## config.mk

```make
export PLATFORM = sky130hd
export DESIGN_NAME = shift_rs_sched_flat
export DESIGN_NICKNAME = d
export VERILOG_FILES = /design/src/rtl/shift_rs_sched_pkg.sv /design/src/rtl/shift_rs_sched_if.sv /design/src/rtl/shift_rs_sched_age_oldest_pick.sv /design/src/rtl/shift_rs_sched.sv /design/src/flat_wrapper.sv
export SDC_FILE = /design/constraint.sdc
export NUM_CORES = 1
export LEC_CHECK = 0
export ABC_AREA = 1
export CAP_MARGIN = 20
export CELL_PAD_IN_SITES_DETAIL_PLACEMENT = 0
export CELL_PAD_IN_SITES_GLOBAL_PLACEMENT = 2
export CORE_ASPECT_RATIO = 1.5
export CORE_MARGIN = 10
export CORE_UTILIZATION = 33
export DETAILED_ROUTE_END_ITERATION = 8
export GPL_TIMING_DRIVEN = 0
export PLACE_DENSITY_LB_ADDON = 0.05
export SYNTH_ARGS = -nofsm -noshare
export SYNTH_HDL_FRONTEND = slang
export SYNTH_SLANG_ARGS = --single-unit
export TNS_END_PERCENT = 10
```

## constraint.sdc

```tcl
create_clock -name clk -period 3.5 [get_ports clk]
set_input_delay 1.05 -clock clk [delete_from_list [all_inputs] [get_ports clk]]
set_output_delay 1.05 -clock clk [all_outputs]
set_load 0.03 [all_outputs]
```

## src/rtl/shift_rs_sched_pkg.sv

```systemverilog
// Shared types for the shift reservation station: CDB packet, ALU op codes, RS entry.
// Latency: n/a (types and helpers only).
// Backpressure: n/a.
package shift_rs_sched_pkg;

  // ROB tag width shared by the CDB packet and RS entries.
  localparam int SRS_ROB_W = 4;

  typedef struct packed {
    logic [31:0]          result;
    logic [SRS_ROB_W-1:0] dest_ROB_entry;
    logic                 branch_result;
    logic                 from_commit;
    logic                 load_step1;
  } CDB_packet_t;

  localparam logic [3:0] ALU_SLL = 4'h1;
  localparam logic [3:0] ALU_SRL = 4'h5;
  localparam logic [3:0] ALU_SRA = 4'hd;

  typedef struct packed {
    logic                 valid;
    logic [SRS_ROB_W-1:0] rob;
    logic [3:0]           aluop;
    logic [31:0]          vj;
    logic [31:0]          vk;
    logic                 qj_pend;
    logic                 qk_pend;
    logic [SRS_ROB_W-1:0] qj;
    logic [SRS_ROB_W-1:0] qk;
  } shift_rs_entry_t;

  // Commit-time and first-half-of-load broadcasts carry no producer result.
  function automatic logic cdb_qualifies(input logic v, input CDB_packet_t p);
    return v & ~p.from_commit & ~p.load_step1;
  endfunction

endpackage

```

## src/rtl/shift_rs_sched_if.sv

```systemverilog
// Dispatch and FU-issue bundle between rename/dispatch, the shift RS and the shift FU.
// Latency: wires only.
// Backpressure: disp_ready throttles dispatch; fu_ready gates fu_valid_in.
// Modports: master = dispatch + FU side, slave = reservation station.
interface shift_rs_sched_if;
  import shift_rs_sched_pkg::*;

  logic                 disp_valid;
  logic                 disp_ready;
  logic [SRS_ROB_W-1:0] disp_rob;
  logic [3:0]           disp_aluop;
  logic [31:0]          disp_vj;
  logic [31:0]          disp_vk;
  logic                 disp_qj_pend;
  logic                 disp_qk_pend;
  logic [SRS_ROB_W-1:0] disp_qj;
  logic [SRS_ROB_W-1:0] disp_qk;

  logic                 fu_ready;
  logic                 fu_valid_in;
  logic [31:0]          fu_A;
  logic [31:0]          fu_B;
  logic [SRS_ROB_W-1:0] fu_rob;
  logic [3:0]           fu_aluop;

  modport master (
    output disp_valid, disp_rob, disp_aluop, disp_vj, disp_vk,
           disp_qj_pend, disp_qk_pend, disp_qj, disp_qk, fu_ready,
    input  disp_ready, fu_valid_in, fu_A, fu_B, fu_rob, fu_aluop
  );

  modport slave (
    input  disp_valid, disp_rob, disp_aluop, disp_vj, disp_vk,
           disp_qj_pend, disp_qk_pend, disp_qj, disp_qk, fu_ready,
    output disp_ready, fu_valid_in, fu_A, fu_B, fu_rob, fu_aluop
  );

endinterface

```

## src/rtl/shift_rs_sched_age_oldest_pick.sv

```systemverilog
// Oldest-requester picker: one-hot grant of the requesting entry no other requester is older than.
// Latency: combinational.
// Backpressure: none; caller masks req.
// Ports: req (N-wide request), age (age[i][j]=1 means entry i is older than j), gnt (one-hot or zero).
module age_oldest_pick #(
  parameter int N = 4
) (
  input  logic [N-1:0]        req,
  input  logic [N-1:0][N-1:0] age,
  output logic [N-1:0]        gnt
);

  logic [N-1:0] blocked;

  always_comb begin
    blocked = '0;
    gnt     = '0;
    for (int i = 0; i < N; i++) begin
      for (int j = 0; j < N; j++) begin
        if (j != i && req[j] && age[j][i]) blocked[i] = 1'b1;
      end
      gnt[i] = req[i] & ~blocked[i];
    end
  end

endmodule

```

## src/rtl/shift_rs_sched.sv

```systemverilog
// Reservation station + oldest-ready issue scheduler for the multi-cycle shift FU.
// Latency: dispatch (operands ready) to fu_valid_in >= 1 cycle; CDB wake-up to issue 1 cycle.
// Backpressure: disp_ready low when all DEPTH entries are valid; issue only while fu_ready.
// Ports: clk, reset (sync, active-high), flush, sif (dispatch + FU bundle, slave side),
//   cdb_valid/cdb (wake-up broadcast), occupancy, byp_valid/byp_yumi/byp_out (zero-shift bypass).
// Optional feature: SHIFT_RS_ZERO_BYPASS_EN routes ready zero-amount shifts to a bypass register.
module shift_rs_sched
  import shift_rs_sched_pkg::*;
#(
  parameter int DEPTH = 4,
  parameter int ROB_W = SRS_ROB_W  // must equal CDB_packet_t.dest_ROB_entry width
) (
  input  logic                         clk,
  input  logic                         reset,
  input  logic                         flush,
  shift_rs_sched_if.slave              sif,
  input  logic                         cdb_valid,
  input  CDB_packet_t                  cdb,
  output logic [$clog2(DEPTH+1)-1:0]   occupancy,
  output logic                         byp_valid,
  input  logic                         byp_yumi,
  output CDB_packet_t                  byp_out
);

  localparam int OCC_W = $clog2(DEPTH+1);

  shift_rs_entry_t             ent [DEPTH];
  logic [DEPTH-1:0][DEPTH-1:0] age;

  logic [DEPTH-1:0] valid_vec;
  logic [DEPTH-1:0] ready_vec;
  logic [DEPTH-1:0] fu_req;
  logic [DEPTH-1:0] fu_gnt;
  logic [DEPTH-1:0] byp_gnt;
  logic [DEPTH-1:0] alloc_oh;
  logic [DEPTH-1:0] free_clr;
  logic             alloc_found;
  logic             disp_fire;
  logic             cdb_hit;
  logic [ROB_W-1:0] cdb_tag;
  shift_rs_entry_t  new_ent;
  logic [OCC_W-1:0] occ_cnt;
  logic [31:0]      sel_a;
  logic [31:0]      sel_b;
  logic [ROB_W-1:0] sel_rob;
  logic [3:0]       sel_op;
  logic             cdb_unused;

  assign cdb_tag    = cdb.dest_ROB_entry;
  assign cdb_hit    = cdb_qualifies(cdb_valid, cdb);
  assign cdb_unused = cdb.branch_result;

  always_comb begin
    occ_cnt = '0;
    for (int i = 0; i < DEPTH; i++) begin
      valid_vec[i] = ent[i].valid;
      ready_vec[i] = ent[i].valid & ~ent[i].qj_pend & ~ent[i].qk_pend;
      occ_cnt      = occ_cnt + OCC_W'(ent[i].valid);
    end
  end

  assign occupancy = occ_cnt;

  // Lowest-index free slot, from registered valid bits only.
  always_comb begin
    alloc_oh    = '0;
    alloc_found = 1'b0;
    for (int i = 0; i < DEPTH; i++) begin
      if (!valid_vec[i] && !alloc_found) begin
        alloc_oh[i] = 1'b1;
        alloc_found = 1'b1;
      end
    end
  end

  assign sif.disp_ready = ~&valid_vec;
  assign disp_fire      = sif.disp_valid & sif.disp_ready;

  // Incoming entry, picking up a same-cycle CDB result for a pending operand.
  always_comb begin
    new_ent         = '0;
    new_ent.valid   = 1'b1;
    new_ent.rob     = sif.disp_rob;
    new_ent.aluop   = sif.disp_aluop;
    new_ent.vj      = sif.disp_vj;
    new_ent.vk      = sif.disp_vk;
    new_ent.qj      = sif.disp_qj;
    new_ent.qk      = sif.disp_qk;
    new_ent.qj_pend = sif.disp_qj_pend;
    new_ent.qk_pend = sif.disp_qk_pend;
    if (sif.disp_qj_pend && cdb_hit && sif.disp_qj == cdb_tag) begin
      new_ent.vj      = cdb.result;
      new_ent.qj_pend = 1'b0;
    end
    if (sif.disp_qk_pend && cdb_hit && sif.disp_qk == cdb_tag) begin
      new_ent.vk      = cdb.result;
      new_ent.qk_pend = 1'b0;
    end
  end

`ifdef SHIFT_RS_ZERO_BYPASS_EN
  logic [DEPTH-1:0] zero_vec;
  logic [DEPTH-1:0] byp_req;
  CDB_packet_t      byp_pkt;

  always_comb begin
    for (int i = 0; i < DEPTH; i++) zero_vec[i] = (ent[i].vk[4:0] == 5'd0);
  end

  // Zero-amount shifts never reach the FU; they wait for the bypass register.
  assign fu_req  = ready_vec & ~zero_vec;
  assign byp_req = byp_valid ? '0 : (ready_vec & zero_vec);

  age_oldest_pick #(.N(DEPTH)) u_byp_pick (
    .req (byp_req),
    .age (age),
    .gnt (byp_gnt)
  );

  always_comb begin
    byp_pkt = '0;
    for (int i = 0; i < DEPTH; i++) begin
      if (byp_gnt[i]) begin
        byp_pkt.result         = ent[i].vj;
        byp_pkt.dest_ROB_entry = ent[i].rob;
      end
    end
  end

  always_ff @(posedge clk) begin
    if (reset || flush) begin
      byp_valid <= 1'b0;
      byp_out   <= '0;
    end else if (byp_valid) begin
      if (byp_yumi) begin
        byp_valid <= 1'b0;
        byp_out   <= '0;
      end
    end else if (|byp_gnt) begin
      byp_valid <= 1'b1;
      byp_out   <= byp_pkt;
    end
  end
`else
  logic byp_unused;

  assign fu_req     = ready_vec;
  assign byp_gnt    = '0;
  assign byp_valid  = 1'b0;
  assign byp_out    = '0;
  assign byp_unused = byp_yumi;
`endif

  age_oldest_pick #(.N(DEPTH)) u_fu_pick (
    .req (fu_req),
    .age (age),
    .gnt (fu_gnt)
  );

  always_comb begin
    sel_a   = '0;
    sel_b   = '0;
    sel_rob = '0;
    sel_op  = '0;
    for (int i = 0; i < DEPTH; i++) begin
      if (fu_gnt[i]) begin
        sel_a   = ent[i].vj;
        sel_b   = ent[i].vk;
        sel_rob = ent[i].rob;
        sel_op  = ent[i].aluop;
      end
    end
  end

  // Gating on fu_ready keeps the data bus at zero whenever nothing issues.
  assign sif.fu_valid_in = sif.fu_ready & |fu_req;
  assign sif.fu_A        = sif.fu_ready ? sel_a   : '0;
  assign sif.fu_B        = sif.fu_ready ? sel_b   : '0;
  assign sif.fu_rob      = sif.fu_ready ? sel_rob : '0;
  assign sif.fu_aluop    = sif.fu_ready ? sel_op  : '0;

  assign free_clr = (fu_gnt & {DEPTH{sif.fu_ready}}) | byp_gnt;

  always_ff @(posedge clk) begin
    if (reset) begin
      for (int i = 0; i < DEPTH; i++) ent[i] <= '0;
      age <= '0;
    end else if (flush) begin
      for (int i = 0; i < DEPTH; i++) ent[i].valid <= 1'b0;
    end else begin
      for (int i = 0; i < DEPTH; i++) begin
        if (free_clr[i]) begin
          ent[i].valid <= 1'b0;
        end else if (ent[i].valid && cdb_hit) begin
          if (ent[i].qj_pend && ent[i].qj == cdb_tag) begin
            ent[i].vj      <= cdb.result;
            ent[i].qj_pend <= 1'b0;
          end
          if (ent[i].qk_pend && ent[i].qk == cdb_tag) begin
            ent[i].vk      <= cdb.result;
            ent[i].qk_pend <= 1'b0;
          end
        end
        // The allocated slot is invalid, so it never collides with issue or wake-up.
        if (disp_fire && alloc_oh[i]) ent[i] <= new_ent;
      end
      // New entry becomes younger than everyone: clear its row, set its column.
      if (disp_fire) begin
        for (int i = 0; i < DEPTH; i++) begin
          for (int j = 0; j < DEPTH; j++) begin
            if (alloc_oh[i])      age[i][j] <= 1'b0;
            else if (alloc_oh[j]) age[i][j] <= 1'b1;
          end
        end
      end
    end
  end

endmodule

```

## src/flat_wrapper.sv

```systemverilog
// flat-port wrapper written by rule: the top's interface ports become plain ports
module shift_rs_sched_flat import shift_rs_sched_pkg::*;
#(
  parameter int DEPTH = 4,
  parameter int ROB_W = SRS_ROB_W                                                 
)
  (clk, reset, flush, cdb_valid, cdb, occupancy, byp_valid, byp_yumi, byp_out, sif_disp_valid, sif_disp_rob, sif_disp_aluop, sif_disp_vj, sif_disp_vk, sif_disp_qj_pend, sif_disp_qk_pend, sif_disp_qj, sif_disp_qk, sif_fu_ready, sif_disp_ready, sif_fu_valid_in, sif_fu_A, sif_fu_B, sif_fu_rob, sif_fu_aluop);
  shift_rs_sched_if sif_i ();
  input  logic clk;
  input  logic reset;
  input  logic flush;
  input  logic cdb_valid;
  input  CDB_packet_t cdb;
  output logic [$clog2(DEPTH+1)-1:0] occupancy;
  output logic byp_valid;
  input  logic byp_yumi;
  output CDB_packet_t byp_out;
  input wire logic [$bits(sif_i.disp_valid)-1:0] sif_disp_valid;
  input wire logic [$bits(sif_i.disp_rob)-1:0] sif_disp_rob;
  input wire logic [$bits(sif_i.disp_aluop)-1:0] sif_disp_aluop;
  input wire logic [$bits(sif_i.disp_vj)-1:0] sif_disp_vj;
  input wire logic [$bits(sif_i.disp_vk)-1:0] sif_disp_vk;
  input wire logic [$bits(sif_i.disp_qj_pend)-1:0] sif_disp_qj_pend;
  input wire logic [$bits(sif_i.disp_qk_pend)-1:0] sif_disp_qk_pend;
  input wire logic [$bits(sif_i.disp_qj)-1:0] sif_disp_qj;
  input wire logic [$bits(sif_i.disp_qk)-1:0] sif_disp_qk;
  input wire logic [$bits(sif_i.fu_ready)-1:0] sif_fu_ready;
  output wire logic [$bits(sif_i.disp_ready)-1:0] sif_disp_ready;
  output wire logic [$bits(sif_i.fu_valid_in)-1:0] sif_fu_valid_in;
  output wire logic [$bits(sif_i.fu_A)-1:0] sif_fu_A;
  output wire logic [$bits(sif_i.fu_B)-1:0] sif_fu_B;
  output wire logic [$bits(sif_i.fu_rob)-1:0] sif_fu_rob;
  output wire logic [$bits(sif_i.fu_aluop)-1:0] sif_fu_aluop;
  assign sif_i.disp_valid = sif_disp_valid;
  assign sif_i.disp_rob = sif_disp_rob;
  assign sif_i.disp_aluop = sif_disp_aluop;
  assign sif_i.disp_vj = sif_disp_vj;
  assign sif_i.disp_vk = sif_disp_vk;
  assign sif_i.disp_qj_pend = sif_disp_qj_pend;
  assign sif_i.disp_qk_pend = sif_disp_qk_pend;
  assign sif_i.disp_qj = sif_disp_qj;
  assign sif_i.disp_qk = sif_disp_qk;
  assign sif_i.fu_ready = sif_fu_ready;
  assign sif_disp_ready = sif_i.disp_ready;
  assign sif_fu_valid_in = sif_i.fu_valid_in;
  assign sif_fu_A = sif_i.fu_A;
  assign sif_fu_B = sif_i.fu_B;
  assign sif_fu_rob = sif_i.fu_rob;
  assign sif_fu_aluop = sif_i.fu_aluop;
  shift_rs_sched #(.DEPTH(DEPTH), .ROB_W(ROB_W)) u_core (.clk(clk), .reset(reset), .flush(flush), .sif(sif_i), .cdb_valid(cdb_valid), .cdb(cdb), .occupancy(occupancy), .byp_valid(byp_valid), .byp_yumi(byp_yumi), .byp_out(byp_out));
endmodule
```

After elaboration in Yosys (flattened, before gate mapping)
Memory sizes are Yosys's and may differ from the RTL's.
Index checks and enable logic that the tools add are counted.
{"block": "op_classes", "addsub": 3, "multipliers": 0, "div_mod_pow": 0, "order_cmp": 0, "n_eq_ne": 13, "n_shift": 0, "muxes": 195, "n_bitwise": 84, "reduce_logical": 52}
{"cell": "$mux W32", "count": 28}
{"cell": "$mux W1", "count": 149}
{"cell": "$mux W8", "count": 8}
{"cell": "$or A1 B1 Y1", "count": 52}
{"cell": "$eq A4 B4 Y1", "count": 10}
{"cell": "$mux W4", "count": 10}
{"cell": "$logic_and A1 B1 Y1", "count": 35}
{"cell": "$reduce_and A3 Y1", "count": 6}
{"cell": "$and A1 B1 Y1", "count": 16}
{"cell": "$not A1 Y1", "count": 15}
{"cell": "$add A3 B1 Y3", "count": 2}
{"cell": "$logic_not A1 Y1", "count": 6}
{"cell": "$ne A2 B2 Y1 const B", "count": 3}
{"cell": "$reduce_bool A2 Y1", "count": 3}
{"cell": "$and A4 B4 Y4", "count": 1}
{"cell": "$reduce_and A4 Y1", "count": 1}
{"cell": "$reduce_or A4 Y1", "count": 1}
{"cell": "$add A1 B1 Y2", "count": 1}
{"block": "word_totals", "register_bits": 12, "latchBits": 0, "mem_bits_rw": 332, "romBits": 0, "in_bits": 128, "output_inout_bits": 117, "wordCells": 360, "mem_count": 1}
{"memory": "u_core.ent", "depth": 4, "width": 83, "rd": 4, "rd_clocked_by_memory_dff": 0, "wr": 4, "line": "shift_rs_sched.sv:27", "text": "shift_rs_entry_t ent [DEPTH];"}

Longest topological paths before layout
Gate-level depths: netlist of the first run.
An unclocked memory read counts as a cell.
{"block": "depth", "word_depth": 17, "mapped_depth": 15}

Cells and area by module
From an unflattened synthesis of the first run, not the netlist that was laid out.
{"block": "hier_totals", "hier_cells": 2529, "area_unflattened_um2": 19854.0}
{"module": "shift_rs_sched", "instances": 1, "cells_each": 2505, "area_each_um2": 19764.0, "seq_area_each_um2": 10189.8}
{"module": "age_oldest_pick", "instances": 1, "cells_each": 24, "area_each_um2": 90.1, "seq_area_each_um2": 0.0}

Worst setup path after synthesis of the first run
No wires, ideal clock.
{"block": "synth_path", "kind": "input to register", "startpoint": "input port reset", "endpoint": "memory u_core.ent[1][42] (netlist bit), enable pin", "setup_ns": 0.396, "t_arrival_ns": 2.792, "path_slack_ns": 0.312, "stages": 8, "path_buffers": 3, "path_cell_list": "buf_4 > nor2_4 > nand2_1 > nor2_1 > inv_2 > buf_2 > buf_2 > nand3_1"}
{"item": "from (decl)", "line": "flat_wrapper.sv:10", "text": "input logic reset;"}
{"item": "to (decl)", "line": "shift_rs_sched.sv:27"}

==> results.cfg, run 1 <==
[run_status]
outcome = finished with violations
violations = setup timing

[setup_path]
r2r_slack_ns = 0.10
crit_fanout = 10
endpoint_kind = output pin
endpoint = sif_fu_B[23]
r2r_cells = 12
crit_type = reg -> out
reg2reg_from = u_core.ent[1][82]$_SDFFCE_PN0P_
startpoint = u_core.ent[3][8]$_SDFFCE_PN0P_
cp-start-kind = register
cp.required_ns = 2.45
r2r-end = u_core.ent[3][66]$_SDFFCE_PN0P_
arrival_ns = 2.49

[global_route]
grt_pass1_vias = 18369
grt_use_total_pct = 22.1
grt.overflow.total = 0
grt_first_pass_wirelength_um = 120000
antenna_found_initial = 0
grt_max_degree = 34

[finish]
fin_nets = 3105
drive_gt1_share_pct = 14.7
area_growth_pct = 25.4

[floorplan]
die_h_um = 325
die_x_um = 223
coreArea_sq_um = 61200
io_pins = 245
num_rows = 111
die-area_sq_um = 72400
initial_utilization_pct = 33.3

[power]
power.leakage_nw = 12.4
powerDensity_nw_per_um2 = 406
ir_drop_mv = 0.297
total_power_mw = 10.4

[sta]
slew_headroom_pct = 24.9
slew_violations = 0
period_minus_slack_ns = 3.54
setup_viol = 8
fmax_mhz = 282
fin_crit_sh_pct = 101
report.final.hold_viol_count = 0
tightest_slew_ns = 1.13
rsz0062_at_grt = true
worst_slack_ns = -0.0442
fin_skew_ns = 0.0228

[drt]
vias = 18412
first_iter_violations = 1400
drt_wl_total_um = 84000
first_pass_iters = 5
drtAntennaViolNets = 0
wl_per_cell_um = 22.1
via_per_inst = 4.85
drc = 0

[synth]
yosysWarnings = 0
yosys.area_share.simple_pct = 29.9
synth_cell_types = 37
syn_inst = 2691
synth.yosys.seq_area_share_pct = 49.9
ys_ff_latch = 344
mappedNetlistArea_sq_um = 20400
synth_fa_ha_area_share_pct = 0.343
synth_top_family_by_area = simple AND/OR/NAND/NOR gates
yosys.area_share.xor_xnor_pct = 1.24
synthMuxAreaShare_pct = 0
synth_compound_area_share_pct = 7.30
syn_avg_cell_area_sq_um = 7.58

[placed_design]
dpl_worst_slack_ns = -1.79
place_hpwl_um = 63200
gp_congestion = 0.882
portBuffers = 168

[clock_network]
clock_path_buffers = 3
clock_latency_ns = 0.56
holdBufCountCts = 0
clock-root-buffer = clkbuf_16
cts.sinks = 344
cts_buffers = 38
cts_tree = built
cts_max_level = 2
cts.reportedPaths.clkPinSlew_ns = 0.07

[worst_hold_path]
min_path_type = reg -> reg

[flow_run]
drv_cap = 0
critical path: stages, from the launching register on:
cell and delay (ns):
edfxtp_1 0.43, inv_2 0.11, nand3_4 0.11, o22ai_4 0.19, nor2_4 0.07, buf_12 0.15, buf_12 0.15, buf_12 0.15
a21oi_1 0.11, nand2_1 0.14, nand2_1 0.10, nand2_1 0.07, buf_6 0.14
cell families after synthesis:
family / count (synthesis)
compound gates: 259
xor+xnor: 29
fa+ha+maj: 5
buf+inv: 533
flops: 344
other cells: 1
simple gates: 1520
synthesized netlist by cell type (all sizes together):
master,number,area share [%]
a221oi,1,0.043
nand3,255,6.3
conb,1,0.018
edfxtp,330,49
o22ai,4,0.12
o21bai,2,0.074
nand4,6,0.18
ha,4,0.25
or2,4,0.12
inv,309,5.7
dfxtp,14,1.4
nand2,1032,19
clkbuf,86,1.6
nor4,1,0.10
xnor2,17,0.73
a21oi,79,1.9
o2111ai,1,0.043
nor3,5,0.12
o221ai,1,0.043
nor2,216,4.0
o211ai,1,0.037
o21a,66,2.4
a41oi,1,0.043
o21ai,103,2.5
xor2,12,0.51
buf,138,4.0
nand3b,1,0.037
fa,1,0.098
area by class of cell:
cell class                 count  area [sq um]
timing repair buffer         201          1970
clock inverter                28           284
timing repair inverter         1          8.76
tap                          791           990
fill                        6327         35600
sequential                   344         10200
inverter                     309          1190
antenna                        1          2.50
multi-input combinational   1853          8410
clock buffer                  41           962
buffer                       224          1580
power by group:
part           internal [mW]  leakage [nW]  switching, mW  total (mW)
clock network           2.37         0.607           1.78        4.16
registers               4.77          3.52         0.0738        4.84
logic                  0.473          8.27          0.926        1.40
total                   7.61          12.4           2.78        10.4
cell usage in the layout, fill, tap and decap left out, types with 5 or more instances in the layout:
master / Yosys / final
a21oi_1: 79 / 56
a21oi_2: 0 / 23
buf_1: 25 / 13
buf_12: 0 / 15
buf_2: 59 / 60
buf_4: 46 / 92
buf_6: 8 / 57
buf_8: 0 / 9
bufinv_16: 0 / 5
clkbuf_1: 86 / 61
clkbuf_16: 0 / 39
clkbuf_4: 0 / 11
clkbuf_8: 0 / 7
clkdlybuf4s15_2: 0 / 7
clkdlybuf4s50_1: 0 / 91
clkinv_1: 0 / 10
clkinv_2: 0 / 6
conb_1: 1 / 40
dfxtp_1: 14 / 12
edfxtp_1: 330 / 330
inv_1: 286 / 276
inv_2: 23 / 30
nand2_1: 1031 / 1000
nand2_2: 1 / 29
nand3_1: 254 / 242
nand3_2: 1 / 9
nand4_1: 6 / 6
nor2_1: 214 / 205
nor2_2: 1 / 6
nor2_4: 1 / 5
nor3_1: 5 / 5
o21a_1: 66 / 66
o21ai_0: 102 / 102
xnor2_1: 17 / 17
xor2_1: 12 / 12
layer usage:
layer	routed length, um	GRT usage (%)	up-vias
met5	0	0	-
met4	2420	6.48	0
met3	4170	3.05	115
met2	43200	40.1	605
met1	34100	26.4	8639
li1	-	-	9053
metrics by stage:
step / instance area, sq um / TNS (ns) / instances / hold slack (ns) / utilization [%]
finish: 25600 / -0.228 / 3793 / 0.468 / 41.8
global route: 25600 / -3.37 / 3792 / 0.487 / 41.8
CTS: 25100 / -3.44 / 3779 / 0.467 / 41.0
detailed placement: 23300 / -321.74 / 3694 / 0.457 / 38.1
global placement: 23200 / -552.63 / 3689 / 0.443 / 37.9
floorplan: 20600 / 0 / 2730 / 0.432 / -
repair_timing:
item                       4_1_cts  5_1_grt
pin swaps                        9       14
resized for setup              507      240
gates cloned                     1        1
setup endpoints to repair      185      172
buffers inserted                15       12
worst min path at each step:
| stage | from | cells after the start | slack, ns | end |
|---|---|---|---|---|
| floorplan | u_core.age[12]$_SDFFE_PP0P_ | 2 | 0.43 | u_core.age[12]$_SDFFE_PP0P_ |
| global placement | u_core.age[12]$_SDFFE_PP0P_ | 2 | 0.44 | u_core.age[12]$_SDFFE_PP0P_ |
| detailed placement | u_core.age[1]$_SDFFE_PP0P_ | 2 | 0.46 | u_core.age[1]$_SDFFE_PP0P_ |
| CTS | u_core.age[1]$_SDFFE_PP0P_ | 2 | 0.47 | u_core.age[1]$_SDFFE_PP0P_ |
| global route | u_core.age[8]$_SDFFE_PP0P_ | 2 | 0.49 | u_core.age[8]$_SDFFE_PP0P_ |
| finish | u_core.age[1]$_SDFFE_PP0P_ | 2 | 0.47 | u_core.age[1]$_SDFFE_PP0P_ |
state kept, by name, summed over array words and instances (netlist names):
register	flops
u_core.age	12
u_core.ent	332
Note: power is estimated with default switching activity, not from simulation.
==> run 2, diff against run 1 <==
- TNS_END_PERCENT: 10 -> 100
==> results.cfg, run 2 (synthesis results as in run 1) <==
[power]
ir_drop_mv = 0.296
p_switching_mw = 2.79
powerDensity_nw_per_um2 = 402
seqPwrFrac_pct = 46.5
power_frac_clock_pct = 39.9
total_power_mw = 10.4
power.leakage_nw = 12.5
pwr-share-comb_pct = 13.6
internal_power_mw = 7.62
swShare_pct = 26.8

[finish]
fin_nets = 3103
fillCellCount = 6289
largest_register_ffs = 332
top_register = u_core.ent
area_growth_pct = 26.9
biggestRegsByFlops = u_core.ent x332, u_core.age x12
final_common_cell = nand2_1
drive_gt1_share_pct = 15.4
final_cell_mix = nand2_1 (980), edfxtp_1 (330), inv_1 (276)

[sta]
fmax_mhz = 283
fin_crit_sh_pct = 101
slew_violations = 0
report.final.hold_viol_count = 0
rsz0062_at_grt = true
fin_skew_ns = 0.0225
setup_tns_ns = -0.102
setup_viol = 7
period_minus_slack_ns = 3.54
tightest_slew_ns = 1.12
worst_slack_ns = -0.0351
slew_headroom_pct = 25.6

[worst_hold_path]
min_from = u_core.age[1]$_SDFFE_PP0P_
min_path_type = reg -> reg
min_to = u_core.age[1]$_SDFFE_PP0P_
holdPathStages = 2

[setup_path]
arrival_ns = 2.49
endpoint_kind = output pin
r2r-end = u_core.ent[0][74]$_DFFE_PP_
crit_fanout = 10
cp.required_ns = 2.45
cp-start-kind = register
r2r_cells = 10
r2r_slack_ns = 0.16
reg2reg_from = u_core.ent[1][82]$_SDFFCE_PN0P_
crit_type = reg -> out

[clock_network]
clock-root-buffer = clkbuf_16
cts_tree = built
holdBufCountCts = 0
cts.sinks = 344
clock_path_buffers = 3
cts_buffers = 38
cts_max_level = 2
clock_latency_ns = 0.56
cts.reportedPaths.clkPinSlew_ns = 0.07

[run_status]
violations = setup timing
outcome = finished with violations

[drt]
via_per_inst = 4.87
drtAntennaViolNets = 0
wl_per_cell_um = 22.2
vias = 18466
first_iter_violations = 1335
first_pass_iters = 5
drc = 0
drt_wl_total_um = 84100

[global_route]
grt_pass1_vias = 18427
grt_max_degree = 34
antenna_found_initial = 0
grt_use_total_pct = 22.2
grt.overflow.total = 0
grt_first_pass_wirelength_um = 121000

[placed_design]
portBuffers = 168
gp_congestion = 0.882
place_hpwl_um = 63200

[floorplan]
die_h_um = 325
num_rows = 111
coreArea_sq_um = 61200
die-area_sq_um = 72400
die_x_um = 223
initial_utilization_pct = 33.3
io_pins = 245

[flow_run]
drv_cap = 0
[run 2: changes by cell type in the layout (fill, tap and decap cells not counted), sizes merged]
cell / delta
inv: -1
diode: +1
clkdlybuf4s15: -4
clkbuf: -2
buf: +5
[run 2: repair_timing]
item	CTS	global route
gates resized for setup	609	234
pin swaps	12	45
gates cloned	1	2
endpoints found under the setup margin	185	170
buffers inserted	20	6
[run 2: per-stage QoR]
stage	hold slack, ns	worst slack (ns)	instance area [sq um]	utilization [%]	instances
2_1_floorplan	0.432	0.312	20600	-	2730
3_3_place_gp	0.443	-2.21	23200	37.9	3689
3_5_place_dp	0.457	-1.79	23300	38.1	3694
4_1_cts	0.467	-0.0147	25100	41.0	3784
5_1_grt	0.487	-0.0979	25900	42.3	3790
6_report	0.469	-0.0351	25900	42.3	3792
[run 2: layout make-up]
class | instances | area, sq um | area share [%]
Inverter | 309 | 1200 | 4.62
Antenna cell | 2 | 5.00 | 0.0193
Sequential cell | 344 | 10200 | 39.4
Clock inverter | 28 | 284 | 1.10
Buffer | 222 | 1600 | 6.16
Tap cell | 791 | 990 | 3.82
Multi-Input combinational cell | 1853 | 8530 | 32.9
Clock buffer | 41 | 962 | 3.71
Timing Repair Buffer | 202 | 2140 | 8.27
[run 2: worst max-delay path by stage]
| stage | startpoint | cells past startpoint | to |
|---|---|---|---|
| floorplan | reset | 8 | u_core.ent[1][42]$_SDFFCE_PN0P_ |
| global placement | sif_fu_ready | 7 | sif_fu_A[0] |
| detailed placement | sif_fu_ready | 7 | sif_fu_B[28] |
| CTS | u_core.ent[2][9]$_DFFE_PP_ | 12 | sif_fu_B[22] |
| global route | u_core.ent[2][9]$_DFFE_PP_ | 12 | sif_fu_B[31] |
| finish | u_core.ent[3][8]$_SDFFCE_PN0P_ | 12 | sif_fu_aluop[0] |
[run 2: power by group through the flow]
| stage | combinational, mW | clock (mW) | sequential (mW) |
|---|---|---|---|
| floorplan | 0.803 | 0 | 4.90 |
| global placement | 1.30 | 0 | 4.92 |
| detailed placement | 1.33 | 0 | 4.93 |
| CTS | 1.37 | 4.22 | 4.84 |
| global route | 1.54 | 4.35 | 4.86 |
| finish | 1.41 | 4.15 | 4.84 |
[run 2: worst max-delay path: stages (launching register included)]
cell and delay, ns:
edfxtp_1 0.43, inv_2 0.11, nand3_4 0.11, o22ai_4 0.19, nor2_4 0.06, buf_12 0.15, buf_12 0.15, buf_12 0.15
a21oi_1 0.17, nand2_2 0.10, nand2_1 0.08, nand2_1 0.05, buf_4 0.16
[run 2: metal layers]
layer	up-vias	part of all wire, %	track usage [%]
li1	9051	-	-
met5	-	0	0
met3	113	5.5	3.22
met4	0	2.8	6.65
met2	647	51	40.1
met1	8655	40	26.3
